$ cat config.mk
export PLATFORM = sky130hd
export DESIGN_NAME = clock_set_ctrl
export DESIGN_NICKNAME = d
export VERILOG_FILES = /design/src/rtl/clock_pkg.sv /design/src/rtl/bcd_time_inc.sv /design/src/rtl/clock_set_ctrl.sv
export SDC_FILE = /design/constraint.sdc
export NUM_CORES = 1
export LEC_CHECK = 0
export ABC_CLOCK_PERIOD_IN_PS = 3800
export CORE_UTILIZATION = 55
export CTS_CLUSTER_SIZE = 10
export DETAILED_ROUTE_END_ITERATION = 16
export GPL_TIMING_DRIVEN = 0
export PLACE_DENSITY = 0.81
export SETUP_SLACK_MARGIN = 0.05
export SKIP_LAST_GASP = 1
export SYNTH_ARGS = -nofsm -noshare
export SYNTH_HDL_FRONTEND = slang
export SYNTH_HIERARCHICAL = 1
export SYNTH_SLANG_ARGS = --single-unit
$ cat constraint.sdc
create_clock -name clk -period 3.8 [get_ports clk]
set_clock_uncertainty 0.1 [all_clocks]
set_input_delay 0.38 -clock clk [delete_from_list [all_inputs] [get_ports clk]]
set_output_delay 0.38 -clock clk [all_outputs]
set_load 0.01 [all_outputs]
$ cat src/rtl/clock_pkg.sv
// ============================================================================
// clock_pkg : state encodings, BCD digit limits and widths for the HH:MM clock
// Revision  : 1.0
// ============================================================================
`default_nettype none

package clock_pkg;

    localparam int c_h1_w    = 3;
    localparam int c_h0_w    = 4;
    localparam int c_m1_w    = 3;
    localparam int c_m0_w    = 4;
    localparam int c_mode_w  = 3;
    localparam int c_presc_w = 10;

    localparam int c_unit_max_i      = 9;
    localparam int c_min_tens_max_i  = 5;
    localparam int c_hour_max_i      = 23;

    localparam logic [c_m0_w-1:0] c_unit_max       = c_m0_w'(c_unit_max_i);
    localparam logic [c_m1_w-1:0] c_min_tens_max   = c_m1_w'(c_min_tens_max_i);
    localparam logic [c_h1_w-1:0] c_hour_tens_last = c_h1_w'(c_hour_max_i / 10);
    localparam logic [c_h0_w-1:0] c_hour_unit_last = c_h0_w'(c_hour_max_i % 10);

    localparam logic [c_mode_w-1:0] c_st_run    = 3'd0;
    localparam logic [c_mode_w-1:0] c_st_set_h  = 3'd1;
    localparam logic [c_mode_w-1:0] c_st_set_m  = 3'd2;
    localparam logic [c_mode_w-1:0] c_st_set_ah = 3'd3;
    localparam logic [c_mode_w-1:0] c_st_set_am = 3'd4;

    typedef enum logic [1:0] {
        INC_NONE      = 2'd0,
        INC_MIN_CARRY = 2'd1,
        INC_HOUR      = 2'd2,
        INC_MIN       = 2'd3
    } inc_sel_e;

    typedef struct packed {
        logic [c_h1_w-1:0] h1;
        logic [c_h0_w-1:0] h0;
        logic [c_m1_w-1:0] m1;
        logic [c_m0_w-1:0] m0;
    } bcd_time_t;

endpackage

`default_nettype wire

$ cat src/rtl/bcd_time_inc.sv
// ============================================================================
// bcd_time_inc : combinational HH:MM BCD increment (minute+carry/hour/minute)
// Revision     : 1.0
// ============================================================================
`default_nettype none

module bcd_time_inc
    import clock_pkg::*;
(
    input  bcd_time_t time_i,
    input  inc_sel_e  sel_i,
    output bcd_time_t time_o
);

    bcd_time_t w_min_inc;
    bcd_time_t w_hour_inc;
    logic      w_min_carry;

    always_comb begin
        w_min_inc   = time_i;
        w_min_carry = 1'b0;
        if (time_i.m0 == c_unit_max) begin
            w_min_inc.m0 = '0;
            if (time_i.m1 == c_min_tens_max) begin
                w_min_inc.m1 = '0;
                w_min_carry  = 1'b1;
            end else begin
                w_min_inc.m1 = time_i.m1 + 1'b1;
            end
        end else begin
            w_min_inc.m0 = time_i.m0 + 1'b1;
        end
    end

    always_comb begin
        w_hour_inc = time_i;
        if ((time_i.h1 == c_hour_tens_last) && (time_i.h0 == c_hour_unit_last)) begin
            w_hour_inc.h1 = '0;
            w_hour_inc.h0 = '0;
        end else if (time_i.h0 == c_unit_max) begin
            w_hour_inc.h1 = time_i.h1 + 1'b1;
            w_hour_inc.h0 = '0;
        end else begin
            w_hour_inc.h0 = time_i.h0 + 1'b1;
        end
    end

    // Hour-only and minute-only selects leave the other field untouched
    always_comb begin
        time_o = time_i;
        case (sel_i)
            INC_MIN_CARRY: begin
                time_o = w_min_inc;
                if (w_min_carry) begin
                    time_o.h1 = w_hour_inc.h1;
                    time_o.h0 = w_hour_inc.h0;
                end
            end
            INC_HOUR: time_o = w_hour_inc;
            INC_MIN:  time_o = w_min_inc;
            default:  time_o = time_i;
        endcase
    end

endmodule

`default_nettype wire

$ cat src/rtl/clock_set_ctrl.sv
// ============================================================================
// clock_set_ctrl : 24h BCD clock with button set modes; optional alarm built
//                  when CLOCK_SET_CTRL_ALARM_EN is defined
// Revision       : 1.0
// ============================================================================
`default_nettype none

module clock_set_ctrl
    import clock_pkg::*;
#(
    parameter int TICK_DIV = 1
) (
    input  logic                clk,
    input  logic                clr,
    input  logic                tick,
    input  logic                mode_btn,
    input  logic                inc_btn,
    input  logic                arm,
    output logic [c_h1_w-1:0]   h1,
    output logic [c_h0_w-1:0]   h0,
    output logic [c_m1_w-1:0]   m1,
    output logic [c_m0_w-1:0]   m0,
    output logic [c_mode_w-1:0] mode,
    output logic                alarm
);

    localparam logic [c_presc_w-1:0] c_presc_last = c_presc_w'(TICK_DIV - 1);

    logic [c_mode_w-1:0]  state_q, state_d;
    logic                 mode_prev_q, inc_prev_q;
    logic [c_presc_w-1:0] presc_q, presc_d;
    bcd_time_t            time_q, time_d;

    logic     w_mode_edge, w_inc_edge, w_inc_take, w_advance;
    logic     w_is_run, w_is_set_h, w_is_set_m;
    inc_sel_e w_time_sel;

    assign w_mode_edge = mode_btn & ~mode_prev_q;
    assign w_inc_edge  = inc_btn & ~inc_prev_q;
    // A mode edge swallows a coincident inc edge
    assign w_inc_take  = w_inc_edge & ~w_mode_edge;

    always_ff @(posedge clk or posedge clr) begin
        if (clr) begin
            state_q <= c_st_run;
        end else begin
            state_q <= state_d;
        end
    end

    always_comb begin
        state_d = state_q;
        if (w_mode_edge) begin
            case (state_q)
                c_st_run:    state_d = c_st_set_h;
                c_st_set_h:  state_d = c_st_set_m;
`ifdef CLOCK_SET_CTRL_ALARM_EN
                c_st_set_m:  state_d = c_st_set_ah;
                c_st_set_ah: state_d = c_st_set_am;
`endif
                default:     state_d = c_st_run;
            endcase
        end
    end

    always_comb begin
        mode       = state_q;
        w_is_run   = (state_q == c_st_run);
        w_is_set_h = (state_q == c_st_set_h);
        w_is_set_m = (state_q == c_st_set_m);
    end

    // Prescaler only runs in RUN and is forced to 0 whenever RUN is left
    always_comb begin
        presc_d   = presc_q;
        w_advance = 1'b0;
        if (w_is_run && tick) begin
            if (presc_q == c_presc_last) begin
                presc_d   = '0;
                w_advance = 1'b1;
            end else begin
                presc_d = presc_q + 1'b1;
            end
        end
        if (state_d != c_st_run) begin
            presc_d = '0;
        end
    end

    always_comb begin
        w_time_sel = INC_NONE;
        if (w_advance) begin
            w_time_sel = INC_MIN_CARRY;
        end else if (w_is_set_h && w_inc_take) begin
            w_time_sel = INC_HOUR;
        end else if (w_is_set_m && w_inc_take) begin
            w_time_sel = INC_MIN;
        end
    end

    bcd_time_inc u_time_inc (
        .time_i (time_q),
        .sel_i  (w_time_sel),
        .time_o (time_d)
    );

    always_ff @(posedge clk or posedge clr) begin
        if (clr) begin
            mode_prev_q <= 1'b0;
            inc_prev_q  <= 1'b0;
            presc_q     <= '0;
            time_q      <= '0;
        end else begin
            mode_prev_q <= mode_btn;
            inc_prev_q  <= inc_btn;
            presc_q     <= presc_d;
            time_q      <= time_d;
        end
    end

    assign h1 = time_q.h1;
    assign h0 = time_q.h0;
    assign m1 = time_q.m1;
    assign m0 = time_q.m0;

`ifdef CLOCK_SET_CTRL_ALARM_EN
    bcd_time_t alm_q, alm_d;
    logic      alarm_q, alarm_d;
    inc_sel_e  w_alm_sel;
    logic      w_is_set_ah, w_is_set_am;

    assign w_is_set_ah = (state_q == c_st_set_ah);
    assign w_is_set_am = (state_q == c_st_set_am);

    always_comb begin
        w_alm_sel = INC_NONE;
        if (w_is_set_ah && w_inc_take) begin
            w_alm_sel = INC_HOUR;
        end else if (w_is_set_am && w_inc_take) begin
            w_alm_sel = INC_MIN;
        end
    end

    bcd_time_inc u_alm_inc (
        .time_i (alm_q),
        .sel_i  (w_alm_sel),
        .time_o (alm_d)
    );

    // Clearing causes win over a match; every advance re-evaluates the match
    always_comb begin
        alarm_d = alarm_q;
        if (!arm || w_mode_edge || w_inc_edge) begin
            alarm_d = 1'b0;
        end else if (w_advance) begin
            alarm_d = (time_d == alm_q);
        end
    end

    always_ff @(posedge clk or posedge clr) begin
        if (clr) begin
            alm_q   <= '0;
            alarm_q <= 1'b0;
        end else begin
            alm_q   <= alm_d;
            alarm_q <= alarm_d;
        end
    end

    assign alarm = alarm_q;
`else
    logic unused_arm;
    assign unused_arm = arm;
    assign alarm      = 1'b0;
`endif

endmodule

`default_nettype wire
==> results by stage, run 1 <==
STA:
- For the pin with the worst max-slew slack, the measured transition is 1.112 ns.
- Setup total negative slack on the finished layout was measured at 0 ns.
- After layout, the minimum clock period comes to 2.499 ns.
- Setup violations remaining at the end of the flow were counted as 0.
- Setup repair after global routing left no endpoint under its margin.
- The final critical-path setup slack is 1.301 ns.
- The final critical-path share of the clock period is 65.76%.
- Measured against its own limit, the worst slew margin works out to 25.78%.
- The count of final max-slew check failures came to 0.
- The total count of hold-check failures in the final report was 0.
- The achievable clock frequency is 400.2 MHz.

Setup path:
- The endpoint identified for the worst register-to-register timing path is h1[2].
- The largest fanout on the critical path is 10.
- The endpoint type of the worst setup path is a register.
- The setup path with the least slack is of type reg -> reg.
- Tracing the worst setup path back leads to its startpoint at mode[1].
- Across all register-to-register paths, the minimum setup slack is between 1 and 1.5 ns.
- The data required time at the worst endpoint is about 3.9 ns.
- For the worst flop-to-flop path, the logic depth is 9.
- The last element of the critical path is h1[2].
- The reg-to-reg critical path startpoint is mode[1].
- STA classifies the critical path startpoint as a register.
- The arrival time of the worst setup path is 2.64 ns.

Placed design:
- The final weighted congestion of routability-driven global placement is 0.8031.
- After legalization and detailed placement, the total HPWL measured 2346 um.
- Timing analysis after detailed placement gives a worst setup slack of 1.157 ns.
- The placement-stage cell area is 1886 sq um.
- The count of input and output buffers is 21.

Yosys:
- The post-synth net total is 184.
- The fraction of registers with async set or reset after synthesis is 100.0%.
- The sequential area share after synthesis is between 40 and 50%.
- The count of state elements after synthesis is 29.
- The main flop type after synthesis is dfrtp_1.
- The portion of synthesized area spent on multiplexers is 2.064%.
- After synthesis, the netlist uses 51 different library cells.
- The fraction of the mapped netlist area in compound gates is around 17%.
- The synthesized netlist devotes 6.116% of its cell area to adder and majority cells.
- Yosys printed 6 warnings.
- The number of enable-type register cells in the synthesized netlist is 0.
- The post-synthesis cell count is 170.
- The XOR/XNOR share of the synthesized area is 1.070%.
- The cell area that synthesis handed to floorplanning was 1637 sq um.
- The main combinational cell family by area after synthesis is simple AND/OR/NAND/NOR gates.
- After synthesis, the mean cell area works out to a little under 10 sq um.
- The fraction of the mapped netlist area in simple logic gates is 25.00%.

Clocking:
- The clock tree from TritonCTS is done.
- The clock transition at the registers of the reported paths is 0.09 ns.
- The total number of H-tree levels is 2.
- Counting the buffers created by CTS gives 5.
- The clock passes through at most 2 buffers.
- The post-cts gate resize count is 0.
- Post-CTS timing repair inserted 0 buffers for setup.
- Counting every sink on the clock net gives 29.
- At the later pin of the worst-skew pair, clock insertion delay measures 0.33 ns.
- The tree is rooted in a clkbuf_4.
- Buffers inserted to repair hold after CTS numbered 0.

Floorplanning:
- The core area is 2781 sq um.
- During I/O placement, the number of pins put on the boundary was 24.
- The horizontal die dimension is 56.55 um.
- The number of rows created at floorplan is 19.
- The initial utilization of the core area, before any placement, comes to 58.84%.
- The area of the die is ~3200 sq um.
- The y dimension of the die is 56.55 um.

Final layout:
- The layout has approximately 220 filler cells.
- The area growth from synthesis to layout is 19.50%.
- The count of nets after finishing is 212.
- The library cells used most frequently in the layout, excluding fill and tap cells, are 29 x dfrtp_1, 21 x clkdlybuf4s50_1, 19 x nand2_1.
- The repair_antennas step left the layout with diodes totalling 0.
- The most frequent standard cell in the layout excluding fill and tap cells is dfrtp_1.
- After routing the design area is 1956 sq um.
- In the final layout, the share of cells above drive strength 1 is roughly 14%.

Global routing:
- The global-route wire length before repair is 5713 um.
- Global routing consumed, over all layers together, 23.00% of the routing resources.
- The pin count of the biggest net entering global routing is 30.
- The number of global-route vias before repair was 1320.
- The aggregate global routing overflow is 0.
- The number of antenna violations at the first check in global routing is 0.

Detailed routing:
- The number of nets with antenna violations after detailed routing is 0.
- After detailed routing, the number of remaining DRC violations is 0.
- After detailed routing, the number of vias per cell comes to between 5 and 6.
- Detailed routing inserted a total of 1353 vias.
- The first detailed-routing pass took 4 iterations.
- For this block, the initial DRC count from the detailed router was 23.
- The wire length after detailed routing is 3210 um.
- The mean routed wirelength per cell is 13.96 um.

Power and ir drop:
- The areal power density over the cells is around 580 nW/um^2.
- The largest voltage drop on the vdd net is ~570 uV.
- The static leakage power is 0.8978 nW.

Status:
- The run finished with clean final reports.

Job:
- The number of maximum-capacitance constraint violations is 0.

Worst hold path:
- The path type of the worst min-delay path is reg -> reg.
[synthesized netlist by cell type (4+ instances only)]
library cell  number  area, sq um
nand3_1            6        30.03
inv_1              7        26.28
ha_1               8        100.1
nor2_1            12        45.04
nor2b_1            7        43.79
a22o_1             7        61.31
nand2b_1           4        25.02
o21ai_0           10        50.05
nor3_1             6        30.03
nand2_1           19        71.32
and3_1             4        25.02
dfrtp_1           29        725.7
[report_power, final]
part,total [mW],internal [mW],switching (mW)
sequential,0.455,0.373,0.0822
clock,0.216,0.107,0.109
combinational,0.462,0.247,0.215
[worst max-delay path, stage by stage, from the launching register on]
cell and delay, ns:
dfrtp_1 0.43, or2_4 0.28, nor3b_1 0.27, inv_1 0.11, o22ai_1 0.23, buf_2 0.25, a31oi_1 0.16, buf_2 0.21
nor2_1 0.19, xor2_1 0.18
[logic make-up after synthesis]
logic type      after synthesis
mux                           3
other cells                   1
xor+xnor                      2
flops                        29
buf+inv                      13
fa+ha+maj                     8
simple gates                 75
compound gates               39
[state kept, by name (all words and copies together) (netlist names)]
| name | flops |
|---|---|
| h0 | 4 |
| h1 | 3 |
| inc_prev_q | 1 |
| m0 | 4 |
| m1 | 3 |
| mode | 3 |
| mode_prev_q | 1 |
| presc_q | 10 |
[area by class of cell]
class                   instances  area, sq um  area share, %
multi-input cells             128        845.8          43.25
flip-flops and latches         29        725.7          37.11
repair buffers                 21        210.2          10.75
clock buffers                   7        65.06          3.327
plain buffers                   6        38.79          1.983
well taps                      31        38.79          1.983
inverters                       7        26.28          1.344
clock inverters                 1        5.005         0.2559
[stage by stage]
step / power [mW] / hold slack, ns / utilization, % / cells
after detailed placement: 0.9246 / 0.3994 / 67.79 / 222
after floorplan: 0.7325 / 0.3114 / - / 170
after CTS: 1.145 / 0.4127 / 70.31 / 230
after global routing: 1.214 / 0.4422 / 70.31 / 230
after global placement: 0.8971 / 0.3836 / 67.79 / 222
final: 1.133 / 0.4072 / 70.31 / 230
[how the worst min path moves through the flow]
| stage | from | endpoint | cells after the start |
|---|---|---|---|
| 3_5_place_dp | presc_q[9] | presc_q[9] | 1 |
| 6_report | presc_q[9] | presc_q[9] | 1 |
| 5_1_grt | inc_btn | inc_prev_q | 1 |
| 3_3_place_gp | h1[2] | h1[2] | 1 |
| 2_1_floorplan | inc_btn | inc_prev_q | 0 |
| 4_1_cts | presc_q[9] | presc_q[9] | 1 |
[routing by layer]
metal,global-route usage [%],up-vias,routed length [um]
met5,0,-,0
met4,8.014,0,46
met3,6.221,9,139
met2,36.47,34,1530
met1,30.32,645,1494
li1,-,665,-
No activity file was read; power rests on OpenSTA's default activity.
==> run 2: changes to the inputs <==
- ABC_CLOCK_PERIOD_IN_PS: 3800 -> 2029
- CORE_UTILIZATION: 55 -> 48
- PLACE_DENSITY: 0.81 -> 0.75
- clock period: 3.8 -> 2.03 ns (I/O delays scaled with it)
==> run 2 against run 1 <==
The flow now finishes with violations (setup timing). Cell count grew 12%. Routed wire length grew 6.4%. Count of clock-buffer cells in the layout is the same. Cell area grew 11%. Clock power grew 91%. Worst setup slack lost 1.3 ns. Total power grew 100%. Sequential power grew 89%. Core utilization shrank 1.7 points. Via count grew 4.2%. Hold slack lost 0.17 ns. Maximum frequency grew 21%. Highest routed layer unchanged.
==> results by stage, run 2 (synthesis gave the netlist of run 1 again) <==
Final layout:
- The share of layout cells above drive strength 1 is 25.70% (+12 points).
- The largest register by flop count is presc_q.
- The count of nets after finishing is 227 (+7.1%).
- The share of the core filled with cells in the final layout is 68.65% (-1.7 points).
- The library cells used most frequently in the layout, excluding fill and tap cells, are 27 x dfrtp_1, 21 x clkdlybuf4s50_1, 19 x nand2_1.
- The fill cell instance count of the final layout is 263 (+22%).
- The most frequent standard cell in the layout excluding fill and tap cells is dfrtp_1.
- The number of cells in the finished layout apart from fillers is 258 (+12%).
- The number of antenna diodes is 0 (unchanged).
- The number of flip-flops under the largest register name was 10 (unchanged).
- The area growth from synthesis to layout is 32.26%.

Job:
- The number of maximum-capacitance constraint violations is 0 (unchanged).

Power and ir drop:
- The static leakage power is 0.9925 nW (+11%).
- The overall power after layout is 2.310 mW (+100%).
- The areal power density over the cells is 1067 nW/um^2 (+84%).
- The largest voltage drop on the vdd net was 612.5 uV (+6.7%).

STA:
- The final critical-path setup slack is -0.03860 ns (-1.340 ns).
- The actual transition at the worst max-transition pin was 1.092 ns (-0.01967 ns).
- The final critical-path share of the clock period came to 101.9% (+36 points).
- The achievable clock frequency came to 483.4 MHz (+21%).
- The remaining max-slew budget at the tightest pin came to 27.10% (+1.3 points).
- The post-route minimum period came to 2.069 ns (-0.4304 ns).
- The count of final max-slew check failures is 0 (unchanged).
- The total count of hold-check failures in the final report came to 0 (unchanged).
- Setup repair after global routing could not meet its margin everywhere.
- The total setup violations reported at the end of the flow is 5 (+5).

Placed design:
- The final weighted congestion of routability-driven global placement is 0.8108 (+0.96%).
- The number of cells after detailed placement is 235 (+5.9%).
- The count of input and output buffers is 21 (unchanged).
- The final HPWL from detailed placement is 2234 um (-4.8%).

Floorplanning:
- The y dimension of the die is 60.39 um (+6.8%).
- The initial core utilization is 51.90% (-6.9 points).
- The number of rows created at floorplan is 20 (+1).
- The core area is 3153 sq um (+13%).
- The number of top-level design ports is 24 (unchanged).
- The horizontal die dimension is 60.39 um (+6.8%).
- The area of the die is 3647 sq um (+14%).

Detailed routing:
- The number of design-rule violations left by the first detailed-router iteration is 77 (+230%).
- The remaining routing DRC violations is 0 (unchanged).
- The first-pass iteration count of the detailed router came to 5 (+1).
- The via density per instance is 5.465 (-7.1%).
- The number of nets with antenna violations after detailed routing came to 0 (unchanged).
- The via total after detailed routing came to 1410 (+4.2%).
- The wire length after detailed routing is 3415 um (+6.4%).
- The mean routed wirelength per cell came to 13.24 um (-5.2%).

Setup path:
- The largest fanout on the critical path is 3 (-7).
- The master of the slowest instance on the critical path is or4b_1.
- The endpoint type of the worst setup path is a register.
- The maximum single-stage delay on the critical path is 0.46 ns (+0.03 ns).
- The startpoint kind of the worst setup timing path is a register.
- The data required time at the worst endpoint is 2.21 ns (-1.73 ns).
- The arrival time of the worst setup path is 2.24 ns (-0.40 ns).
- The critical path goes through or2_4, nor3b_4, inv_2, o22ai_2, buf_6, a31oi_4, or4b_1, nand3_1.
- The classification of the worst setup path is reg -> reg.

Clocking:
- In this run the clock root is driven by a clkbuf_4.
- The clock transition at the registers of the reported paths is 0.09 ns (about the same).
- The number of buffers created by CTS is 5 (unchanged).
- The maximum buffer depth of the clock tree is 2 (unchanged).
- The clock insertion delay at the later pin of the skew report is 0.34 ns (about the same).
- The total number of H-tree levels came to 2 (unchanged).
- TritonCTS built the clock tree.
- The total clock sinks came to 29 (unchanged).

Global routing:
- The aggregate global routing overflow came to 0 (unchanged).
- The number of antenna violations at the first check in global routing is 0 (unchanged).
- The all-layer global routing usage is 21.47% (-1.5 points).
- The number of global-route vias before repair was 1320 (unchanged).
- The global-route wire length before repair is 5747 um (+0.60%).
- The pin count of the biggest net entering global routing is 30 (unchanged).

Status:
- The run finished, with violations left.
- The checks that failed: setup timing.

Worst hold path:
- The path type of the worst min-delay path is in -> reg.
-- run 2: stage by stage --
step	setup TNS (ns)	hold slack (ns)	area (sq um)	setup WS, ns
floorplan	-0.05708	0.1344	1669	-0.04876
global placement	-1.533	0.3855	1934	-0.2737
detailed placement	-2.169	0.4063	1934	-0.3266
CTS	-0.05117	0.2373	2140	-0.03113
global route	-1.246	0.2530	2165	-0.1176
finish	-0.1091	0.2410	2165	-0.03860
-- run 2: timing repair --
| action | CTS | global route |
|---|---|---|
| hold buffers | 0 | 0 |
| buffers inserted | 14 | 1 |
| pin swaps | 4 | 3 |
| resized for setup | 9 | 5 |
| setup endpoints to repair | 9 | 20 |
| gates cloned | 0 | 0 |
-- run 2: area by class of cell --
class / instances / area, sq um / area share (%)
flip-flops and latches: 29 / 728.2 / 33.64
inverters: 7 / 26.28 / 1.214
clock buffers: 7 / 65.06 / 3.006
plain buffers: 6 / 47.55 / 2.197
clock inverters: 1 / 5.005 / 0.2312
multi-input cells: 128 / 914.6 / 42.25
well taps: 44 / 55.05 / 2.543
repair buffers: 36 / 322.8 / 14.91
-- run 2: critical path, delay by kind of cell (launching register included) --
kind / cells / cell delay (ns)
buffers and inverters: 2 / 0.20
DFF: 1 / 0.39
and+or+nand+nor: 4 / 1.03
AOI/OAI and AO/OA: 2 / 0.29
-- run 2: per-layer routing --
| metal | global-route usage, % | vias to the layer above | wire length (um) |
|---|---|---|---|
| met2 | 37.05 | 36 | 1719 |
| met3 | 6.823 | 5 | 172 |
| met5 | 0 | - | 0 |
| met4 | 6.645 | 0 | 44 |
| met1 | 25.48 | 671 | 1478 |
| li1 | - | 698 | - |
-- run 2: power breakdown --
group / switching [mW] / internal, mW
Combinational: 0.462 / 0.577
Sequential: 0.159 / 0.699
Clock: 0.212 / 0.200
Total: 0.833 / 1.48
-- run 2: final timing paths --
check	startpoint	endpoint	slack (ns)	cells past startpoint
setup / recovery	mode[1]	h0[3]	-0.04	8
hold / removal	inc_btn	inc_prev_q	0.24	1
setup reg to reg	mode[1]	h0[3]	-0.04	8
hold reg to reg	h1[2]	h1[2]	0.42	1
max in group asynchronous	clr	mode[0]	0.75	2
min in group asynchronous	clr	h1[2]	0.35	2
